## config.mk

```make
export PLATFORM = sky130hd
export DESIGN_NAME = uart_byte_rx_flat
export DESIGN_NICKNAME = d
export VERILOG_FILES = /design/src/rtl/uart_byte_rx_if.sv /design/src/rtl/uart_byte_rx.sv /design/src/flat_wrapper.sv
export SDC_FILE = /design/constraint.sdc
export NUM_CORES = 1
export LEC_CHECK = 0
export BUFFER_PORTS_ARGS = -buffer_cell sky130_fd_sc_hd__buf_2
export CORE_MARGIN = 2
export CORE_UTILIZATION = 55
export CTS_BUF_LIST = sky130_fd_sc_hd__clkbuf_4 sky130_fd_sc_hd__clkbuf_8 sky130_fd_sc_hd__clkbuf_16
export CTS_CLUSTER_DIAMETER = 200
export DETAILED_ROUTE_END_ITERATION = 12
export GPL_TIMING_DRIVEN = 0
export PLACE_DENSITY = 0.83
export SYNTH_ARGS = -nofsm -noshare
export SYNTH_HDL_FRONTEND = slang
export SYNTH_SLANG_ARGS = --single-unit
```

## constraint.sdc

```tcl
create_clock -name clk -period 4.3 [get_ports clk]
set_input_delay 0.645 -clock clk [delete_from_list [all_inputs] [get_ports clk]]
set_output_delay 0.645 -clock clk [all_outputs]
set_load 0.01 [all_outputs]
```

## src/rtl/uart_byte_rx_if.sv

```systemverilog
`default_nettype none
// ============================================================================
// Module   : uart_byte_rx_if
// Purpose  : Byte handshake between uart_byte_rx and its consumer.
// Optional : UART_RX_PARITY_EN adds the rx_parity_err pulse.
// Revision : 1.0 - initial release
// ============================================================================
interface uart_byte_rx_if;
  logic [7:0] rx_data_out;
  logic       rx_valid;
  logic       rx_ready;
  logic       rx_frame_err;
  logic       rx_overrun;
`ifdef UART_RX_PARITY_EN
  logic       rx_parity_err;
`endif

  modport master (
    input  rx_ready,
    output rx_data_out, rx_valid, rx_frame_err, rx_overrun
`ifdef UART_RX_PARITY_EN
    , output rx_parity_err
`endif
  );

  modport slave (
    output rx_ready,
    input  rx_data_out, rx_valid, rx_frame_err, rx_overrun
`ifdef UART_RX_PARITY_EN
    , input rx_parity_err
`endif
  );
endinterface
`default_nettype wire

```

## src/rtl/uart_byte_rx.sv

```systemverilog
`default_nettype none
// ============================================================================
// Module   : uart_byte_rx
// Purpose  : 8N1 UART receiver with a one-entry valid/ready holding register.
// Optional : UART_RX_PARITY_EN switches the frame to 8E1 with parity check.
// Revision : 1.0 - initial release
// ============================================================================
module uart_byte_rx #(
  parameter int CLKS_PER_BIT = 87
) (
  input  wire logic       clk,
  input  wire logic       rst_n,
  input  wire logic       rx_serial,
  input  wire logic       rx_enable,
  uart_byte_rx_if.master  rx_if
);

  localparam int CNT_W = $clog2(CLKS_PER_BIT);
  localparam logic [CNT_W-1:0] c_CNT_MAX  = CNT_W'(CLKS_PER_BIT - 1);
  localparam logic [CNT_W-1:0] c_CNT_HALF = CNT_W'(CLKS_PER_BIT / 2 - 1);

  localparam logic [2:0] c_IDLE   = 3'd0;
  localparam logic [2:0] c_START  = 3'd1;
  localparam logic [2:0] c_DATA   = 3'd2;
  localparam logic [2:0] c_STOP   = 3'd3;
  localparam logic [2:0] c_BREAK  = 3'd4;
`ifdef UART_RX_PARITY_EN
  localparam logic [2:0] c_PARITY = 3'd5;
`endif

  logic [2:0]       r_state;
  logic [2:0]       w_next_state;
  logic             r_sync1;
  logic             r_rxs;
  logic [CNT_W-1:0] r_cnt;
  logic [2:0]       r_bit_cnt;
  logic [7:0]       r_shift;
  logic [7:0]       r_data;
  logic             r_valid;
  logic             r_frame_err;
  logic             r_overrun;
  logic             w_mid;
  logic             w_half;
  logic             w_bit_sample;
  logic             w_stop_sample;
  logic             w_par_bad;
  logic             w_byte_done;
  logic             w_frame_bad;
`ifdef UART_RX_PARITY_EN
  logic             r_par_bit;
  logic             r_parity_err;
`endif

  always_ff @(posedge clk or negedge rst_n) begin
    if (!rst_n) begin
      r_sync1 <= 1'b1;
      r_rxs   <= 1'b1;
    end else begin
      r_sync1 <= rx_serial;
      r_rxs   <= r_sync1;
    end
  end

  always_ff @(posedge clk or negedge rst_n) begin
    if (!rst_n) r_state <= c_IDLE;
    else        r_state <= w_next_state;
  end

  always_comb begin
    w_next_state = r_state;
    case (r_state)
      c_IDLE:  if (!r_rxs && rx_enable) w_next_state = c_START;
      c_START: if (w_half) w_next_state = r_rxs ? c_IDLE : c_DATA;
`ifdef UART_RX_PARITY_EN
      c_DATA:   if (w_mid && r_bit_cnt == 3'd7) w_next_state = c_PARITY;
      c_PARITY: if (w_mid) w_next_state = c_STOP;
`else
      c_DATA:   if (w_mid && r_bit_cnt == 3'd7) w_next_state = c_STOP;
`endif
      c_STOP:  if (w_mid) w_next_state = r_rxs ? c_IDLE : c_BREAK;
      c_BREAK: if (r_rxs) w_next_state = c_IDLE;
      default: w_next_state = c_IDLE;
    endcase
  end

  always_comb begin
    w_mid         = (r_cnt == c_CNT_MAX);
    w_half        = (r_cnt == c_CNT_HALF);
    w_bit_sample  = (r_state == c_DATA) && w_mid;
    w_stop_sample = (r_state == c_STOP) && w_mid;
`ifdef UART_RX_PARITY_EN
    w_par_bad     = (^r_shift) ^ r_par_bit;
`else
    w_par_bad     = 1'b0;
`endif
    w_byte_done   = w_stop_sample && r_rxs && !w_par_bad;
    w_frame_bad   = w_stop_sample && !r_rxs;
  end

  // Bit-period counter: half period in START, full periods thereafter.
  always_ff @(posedge clk or negedge rst_n) begin
    if (!rst_n) begin
      r_cnt <= '0;
    end else begin
      case (r_state)
        c_START:        r_cnt <= w_half ? '0 : r_cnt + 1'b1;
        c_DATA, c_STOP: r_cnt <= w_mid  ? '0 : r_cnt + 1'b1;
`ifdef UART_RX_PARITY_EN
        c_PARITY:       r_cnt <= w_mid  ? '0 : r_cnt + 1'b1;
`endif
        default:        r_cnt <= '0;
      endcase
    end
  end

  always_ff @(posedge clk or negedge rst_n) begin
    if (!rst_n) begin
      r_shift   <= 8'h00;
      r_bit_cnt <= 3'd0;
    end else if (r_state == c_IDLE) begin
      r_bit_cnt <= 3'd0;
    end else if (w_bit_sample) begin
      r_shift   <= {r_rxs, r_shift[7:1]};
      r_bit_cnt <= r_bit_cnt + 3'd1;
    end
  end

`ifdef UART_RX_PARITY_EN
  always_ff @(posedge clk or negedge rst_n) begin
    if (!rst_n) begin
      r_par_bit    <= 1'b0;
      r_parity_err <= 1'b0;
    end else begin
      if (r_state == c_PARITY && w_mid) r_par_bit <= r_rxs;
      r_parity_err <= w_stop_sample && w_par_bad;
    end
  end
  assign rx_if.rx_parity_err = r_parity_err;
`endif

  // Simultaneous accept and new byte refills the register without a bubble.
  always_ff @(posedge clk or negedge rst_n) begin
    if (!rst_n) begin
      r_data      <= 8'h00;
      r_valid     <= 1'b0;
      r_frame_err <= 1'b0;
      r_overrun   <= 1'b0;
    end else begin
      r_frame_err <= w_frame_bad;
      r_overrun   <= 1'b0;
      if (w_byte_done && (!r_valid || rx_if.rx_ready)) begin
        r_data  <= r_shift;
        r_valid <= 1'b1;
      end else begin
        if (w_byte_done) r_overrun <= 1'b1;
        if (r_valid && rx_if.rx_ready) r_valid <= 1'b0;
      end
    end
  end

  assign rx_if.rx_data_out  = r_data;
  assign rx_if.rx_valid     = r_valid;
  assign rx_if.rx_frame_err = r_frame_err;
  assign rx_if.rx_overrun   = r_overrun;

endmodule
`default_nettype wire

```

## src/flat_wrapper.sv

```systemverilog
// flat-port wrapper written by rule: the top's interface ports become plain ports
module uart_byte_rx_flat 
#(
  parameter int CLKS_PER_BIT = 87
)
  (clk, rst_n, rx_serial, rx_enable, rx_if_rx_ready, rx_if_rx_data_out, rx_if_rx_valid, rx_if_rx_frame_err, rx_if_rx_overrun);
  uart_byte_rx_if rx_if_i ();
  input  wire logic clk;
  input  wire logic rst_n;
  input  wire logic rx_serial;
  input  wire logic rx_enable;
  input wire logic [$bits(rx_if_i.rx_ready)-1:0] rx_if_rx_ready;
  output wire logic [$bits(rx_if_i.rx_data_out)-1:0] rx_if_rx_data_out;
  output wire logic [$bits(rx_if_i.rx_valid)-1:0] rx_if_rx_valid;
  output wire logic [$bits(rx_if_i.rx_frame_err)-1:0] rx_if_rx_frame_err;
  output wire logic [$bits(rx_if_i.rx_overrun)-1:0] rx_if_rx_overrun;
  assign rx_if_i.rx_ready = rx_if_rx_ready;
  assign rx_if_rx_data_out = rx_if_i.rx_data_out;
  assign rx_if_rx_valid = rx_if_i.rx_valid;
  assign rx_if_rx_frame_err = rx_if_i.rx_frame_err;
  assign rx_if_rx_overrun = rx_if_i.rx_overrun;
  uart_byte_rx #(.CLKS_PER_BIT(CLKS_PER_BIT)) u_core (.clk(clk), .rst_n(rst_n), .rx_serial(rx_serial), .rx_enable(rx_enable), .rx_if(rx_if_i));
endmodule
```

==> impl_metrics.yaml, run 1 <==
clocking:
  post_cts_buffers: 0
  clock_latency_ns: 0.34
  clockBufferDepth: 2
  cts_sinks: 34
  htree_levels: 2
  cts_resized: 0
  cts_tree: "yes"
  cts.reportedPaths.clkPinSlew_ns: 0.12
  root_buffer: "clkbuf_4"
  numCtsBuffers: 5
  hold_buffers: 0
final_layout:
  drive_gt1_share_pct: 32.9
  area_delta_synth_final_pct: 13.1
  mostFrequentLayoutCell: "dfrtp_1"
  utilization_pct: 67.0
  finalNonFillerCells: 173
  final_cell_mix: "dfrtp_1, buf_2, mux2_2, nand3_1, nor3_1"
  num_antenna_cells: 0
  finalNetCount: 151
yosys:
  ys_types: 32
  synth_seq_cells: 34
  yosysWarnings: 0
  seq_area_frac_synth_pct: 57.1
  syn_area_per_cell_um2: 12.5
  netlist_instances: 120
  syn_area_um2: 1500
  synth_fp_nets: 129
min_path:
  hp-class: "in2async"
die:
  initial_core_util_pct: 59.3
  fp.dieW_um: 56.1
  io_pins: 16
  rows: 18
  die_h_um: 56.1
  dieArea_um2: 3150
  coreArea_um2: 2520
detailed_routing:
  drtIter0Drc: 20
  viasPerCell: 5.77
  wire_per_inst_um: 14.1
  drtPass1Iterations: 4
  totalWireLength_um: 2440
  ant_nets: 0
  drcViolationCount: 0
  vias: 999
flow_run:
  timing.max_cap.violations: 0
pwr:
  p_per_area_nw_per_um2: 355
  leakage_nw: 0.848
  p_total_mw: 0.600
  ir_drop_v: 0.000265
global_route:
  grtUsageMet1_pct: 22.0
  grt_pass1_wl_um: 4310
  track_usage_pct: 18.2
  grt_pass1_vias: 979
  antenna_found_initial: 0
  gr-usage-met3_pct: 4.88
  met2_usage_pct: 28.2
  grt_busiest_layer: "met2"
  grt_max_degree: 35
  globalRoute.totalOverflow: 0
placed_design:
  hpwl_um: 1760
  port_buffers: 15
  gp_congestion: 0.831
  placed_cells: 165
sta:
  slew_headroom_pct: 52.4
  setup_violations: 0
  fin_crit_sh_pct: 41.6
  skew_ns: 0.0136
  fin_crit_ns: 1.79
  max_freq_ghz: 0.559
  hold_violations: 0
  worstMarginPinSlew_ns: 0.714
  drv_slew: 0
  rsz0062_at_grt: "no"
  finalSetupTns_ns: 0
worst_setup_path:
  startpoint: "u_core.r_cnt[0]$_DFF_PN0_"
  crit_required_ns: 4.50
  r2r_start: "u_core.r_cnt[0]$_DFF_PN0_"
  cp.arrival_ns: 1.99
  crit_path_end_kind: "register"
  path_class: "reg2reg"
  cp_max_fo: 7
  cp-start-kind: "register"
status:
  outcome: "finished clean"
==> synthesized netlist by cell type, drive strengths merged <==
cell	number	area share [%]
inv	4	1.0
nor2b	3	1.3
nand4b	2	1.2
and3	2	0.84
o211ai	1	0.50
nand2	3	0.75
nand2b	1	0.42
nor3	7	2.3
clkbuf	2	0.50
dfstp	2	3.5
and2	1	0.42
and4bb	1	0.84
nor2	5	1.3
a21oi	2	0.67
o2111ai	1	0.59
dfrtp	32	54
buf	3	1.6
or3	2	0.84
nand3	11	4.5
o21ai	3	1.0
o311ai	1	0.59
a311oi	1	0.59
ha	4	3.3
o221a	1	0.75
xnor2	2	1.2
mux2	16	12
xor2	3	1.8
and4b	2	1.3
nand4	2	0.84
==> where the power goes <==
group	switching, mW	leakage (nW)	internal, mW	total, mW
Clock	0.111	0.0374	0.122	0.233
Combinational	0.0212	0.349	0.0109	0.0321
Sequential	0.00731	0.461	0.327	0.335
Total	0.140	0.848	0.460	0.600
==> stage by stage <==
step	setup slack, ns	area (um^2)	hold slack [ns]
5_1_grt	2.35	1690	0.367
4_1_cts	2.48	1690	0.357
6_report	2.51	1690	0.340
3_5_place_dp	2.49	1610	0.350
2_1_floorplan	2.67	1500	0.345
3_3_place_gp	2.57	1610	0.347
==> per-layer routing <==
| metal | part of all wire [%] | routed length (um) |
|---|---|---|
| met4 | 2.9 | 71 |
| met3 | 5.5 | 134 |
| met1 | 43 | 1050 |
| met5 | 0 | 0 |
| met2 | 49 | 1190 |
==> registers in the layout, summed over array words and instances (netlist names) <==
name,cells
u_core.r_rxs,1
u_core.rx_if.rx_frame_err,1
u_core.rx_if.rx_overrun,1
u_core.rx_if.rx_data_out,8
u_core.r_state,3
u_core.rx_if.rx_valid,1
u_core.r_cnt,7
u_core.r_shift,8
u_core.r_bit_cnt,3
u_core.r_sync1,1
==> kinds of logic after synthesis <==
family / synth area share (%)
simple gates: 16.8
flops: 57.1
mux: 12.1
compound gates: 4.69
buf+inv: 3.10
xor+xnor: 2.93
fa+ha+maj: 3.35
==> layout make-up <==
class / instances / area [um^2]
flip-flops and latches: 34 / 853
fillers: 189 / 832
multi-input cells: 77 / 596
repair buffers: 15 / 75.1
clock inverters: 3 / 45.0
clock buffers: 5 / 37.5
well taps: 30 / 37.5
plain buffers: 5 / 31.3
inverters: 4 / 15.0
==> critical path: stages, from the launching register on <==
cell and delay (ns):
dfrtp_1 0.43, inv_1 0.07, ha_1 0.16, and4b_1 0.23, nand2_1 0.16, a21oi_1 0.48
nor3_1 0.13
==> path summary, 6_finish.rpt <==
path	endpoint	slack, ns	cells past startpoint
setup / recovery	u_core.r_cnt[6]$_DFF_PN0_	2.51	6
hold reg to reg	u_core.r_rxs$_DFF_PN1_	0.36	0
setup reg to reg	u_core.r_cnt[6]$_DFF_PN0_	2.51	6
hold / removal	u_core.r_shift[3]$_DFFE_PN0P_	0.34	1
min in group clk	u_core.r_rxs$_DFF_PN1_	0.36	0
max in group asynchronous	u_core.r_shift[1]$_DFFE_PN0P_	3.50	1
No activity file was read; power rests on OpenSTA's default activity.
==> run 2: changes to the inputs <==
--- a/config.mk
+++ b/config.mk
@@ -7,12 +7,12 @@
 export LEC_CHECK = 0
 export BUFFER_PORTS_ARGS = -buffer_cell sky130_fd_sc_hd__buf_2
 export CORE_MARGIN = 2
-export CORE_UTILIZATION = 55
+export CORE_UTILIZATION = 51
 export CTS_BUF_LIST = sky130_fd_sc_hd__clkbuf_4 sky130_fd_sc_hd__clkbuf_8 sky130_fd_sc_hd__clkbuf_16
 export CTS_CLUSTER_DIAMETER = 200
 export DETAILED_ROUTE_END_ITERATION = 12
 export GPL_TIMING_DRIVEN = 0
-export PLACE_DENSITY = 0.83
+export PLACE_DENSITY = 0.82
 export SYNTH_ARGS = -nofsm -noshare
 export SYNTH_HDL_FRONTEND = slang
 export SYNTH_SLANG_ARGS = --single-unit
==> constraint.sdc (replaced) <==
create_clock -name clk -period 1.58 [get_ports clk]
set_input_delay 0.237 -clock clk [delete_from_list [all_inputs] [get_ports clk]]
set_output_delay 0.237 -clock clk [all_outputs]
set_load 0.01 [all_outputs]
==> impl_metrics.yaml, run 2 (synthesis results as in run 1) <==
status:
  outcome: "complete, but fails checks"
  violations: "setup timing"
die:
  io_pins: 16
  fp.dieW_um: 58.1
  dieArea_um2: 3380
  die_h_um: 58.1
  rows: 19
  coreArea_um2: 2780
  initial_core_util_pct: 53.8
sta:
  timing.hold.ws_ns: 0.182
  finalSetupTns_ns: -1.03
  worstMarginPinSlew_ns: 0.724
  fin_crit_ns: 1.68
  setup_ws_ns: -0.103
  fin_crit_sh_pct: 107
  rsz0062_at_grt: "yes"
  slew_headroom_pct: 51.7
  max_freq_ghz: 0.594
  hold_violations: 0
  drv_slew: 0
  setup_violations: 17
  skew_ns: 0.00826
final_layout:
  num_antenna_cells: 0
  nFillCells: 213
  area_delta_synth_final_pct: 26.6
  drive_gt1_share_pct: 43.3
  finalNetCount: 158
  mostFrequentLayoutCell: "dfrtp_1"
  final_cell_mix: "dfrtp_1, buf_2, mux2_4, nand3_1, buf_4"
  finalNonFillerCells: 181
worst_setup_path:
  crit_required_ns: 1.80
  cp.arrival_ns: 1.90
  r2r_setup_slack_ns: -0.10
  r2r-end: "u_core.rx_if.rx_data_out[0]$_DFFE_PN0P_"
  cp-start-kind: "register"
  r2r_cells: 7
  path_class: "reg2reg"
  cp_max_fo: 8
  crit_path_end_kind: "register"
  r2r_start: "u_core.r_cnt[0]$_DFF_PN0_"
global_route:
  met2_usage_pct: 28.4
  globalRoute.totalOverflow: 0
  grt_max_degree: 35
  grt_busiest_layer: "met2"
  grtUsageMet1_pct: 21.6
  gr-usage-met3_pct: 6.92
  grt_pass1_vias: 986
  track_usage_pct: 17.9
  antenna_found_initial: 0
  grt_pass1_wl_um: 4420
placed_design:
  placed_cells: 166
  port_buffers: 15
  gp_congestion: 0.799
  hpwl_um: 1770
pwr:
  leakage_nw: 0.936
  ir_drop_v: 0.00108
  p_per_area_nw_per_um2: 981
  p_total_mw: 1.86
detailed_routing:
  ant_nets: 0
  viasPerCell: 5.87
  totalWireLength_um: 2740
  vias: 1063
  wire_per_inst_um: 15.1
  drcViolationCount: 0
  drtIter0Drc: 29
  drtPass1Iterations: 6
min_path:
  hp-class: "in2reg"
  hp-start: "rx_if_rx_ready"
  whs_path_depth: 3
  min_to: "u_core.rx_if.rx_overrun$_DFF_PN0_"
clocking:
  cts_tree: "yes"
  cts_sinks: 34
  cts.reportedPaths.clkPinSlew_ns: 0.10
  htree_levels: 2
  clock_latency_ns: 0.33
  clockBufferDepth: 2
  root_buffer: "clkbuf_4"
  numCtsBuffers: 5
flow_run:
  timing.max_cap.violations: 0
[run 2: changes by cell type in the layout (fill, tap and decap cells not counted), sizes merged]
cell         previous run  this run
dlygate4sd3             0         2
bufinv                  1         2
clkinvlp                2         0
buf                    18        23
clkbuf                  7         8
[run 2: layer usage]
layer  part of all wire, %  wire, um
met5                     0         0
met1                    40      1100
met4                   2.4        65
met2                    50      1360
met3                   7.6       208
[run 2: per-stage QoR]
step | setup slack [ns] | utilization [%] | instance area (um^2)
after detailed placement | -0.236 | 58.3 | 1620
after floorplan | -0.0488 | - | 1510
after global routing | -0.203 | 68.1 | 1890
after CTS | -0.117 | 65.5 | 1820
after global placement | -0.153 | 58.3 | 1620
final | -0.103 | 68.1 | 1890
[run 2: worst max path at each step]
| stage | startpoint | end | slack, ns | cells after the start |
|---|---|---|---|---|
| after global routing | u_core.r_cnt[0]$_DFF_PN0_ | u_core.rx_if.rx_data_out[0]$_DFFE_PN0P_ | -0.20 | 7 |
| after CTS | u_core.r_cnt[0]$_DFF_PN0_ | u_core.r_shift[1]$_DFFE_PN0P_ | -0.12 | 7 |
| after global placement | u_core.r_cnt[0]$_DFF_PN0_ | u_core.r_cnt[4]$_DFF_PN0_ | -0.15 | 6 |
| after floorplan | u_core.r_cnt[0]$_DFF_PN0_ | u_core.rx_if.rx_data_out[0]$_DFFE_PN0P_ | -0.05 | 7 |
| after detailed placement | u_core.r_cnt[0]$_DFF_PN0_ | u_core.r_cnt[6]$_DFF_PN0_ | -0.24 | 6 |
| final | u_core.r_cnt[0]$_DFF_PN0_ | u_core.rx_if.rx_data_out[0]$_DFFE_PN0P_ | -0.10 | 7 |
[run 2: cell type report]
cell class                 count  area (um^2)  area share, %
buffer                         4         23.8           1.26
clock buffer                   6         51.3           2.71
clock inverter                 2         60.1           3.17
inverter                       4         15.0          0.793
multi-input combinational     77          711           37.5
sequential                    34          853           45.1
tap                           31         38.8           2.05
timing repair buffer          23          140           7.40
[run 2: power breakdown]
group / internal (mW) / total, mW / switching [mW]
clock network: 0.536 / 0.811 / 0.275
registers: 0.891 / 0.907 / 0.0166
logic: 0.0595 / 0.139 / 0.0790
[run 2: worst max-delay path, cell delays in order, from the launching register on]
cell and delay, ns:
dfrtp_1 0.39, inv_1 0.06, ha_2 0.16, and4b_2 0.27
nand3_2 0.09, nor2b_2 0.13, buf_6 0.16, mux2_4 0.31
[run 2: repair_timing]
action                                 4_1_cts  5_1_grt
hold buffers                                 2        0
pin swaps                                    1        2
gates resized for setup                      9       15
buffers inserted                             4        3
endpoints found under the hold margin       33        0
setup endpoints to repair                   25       29
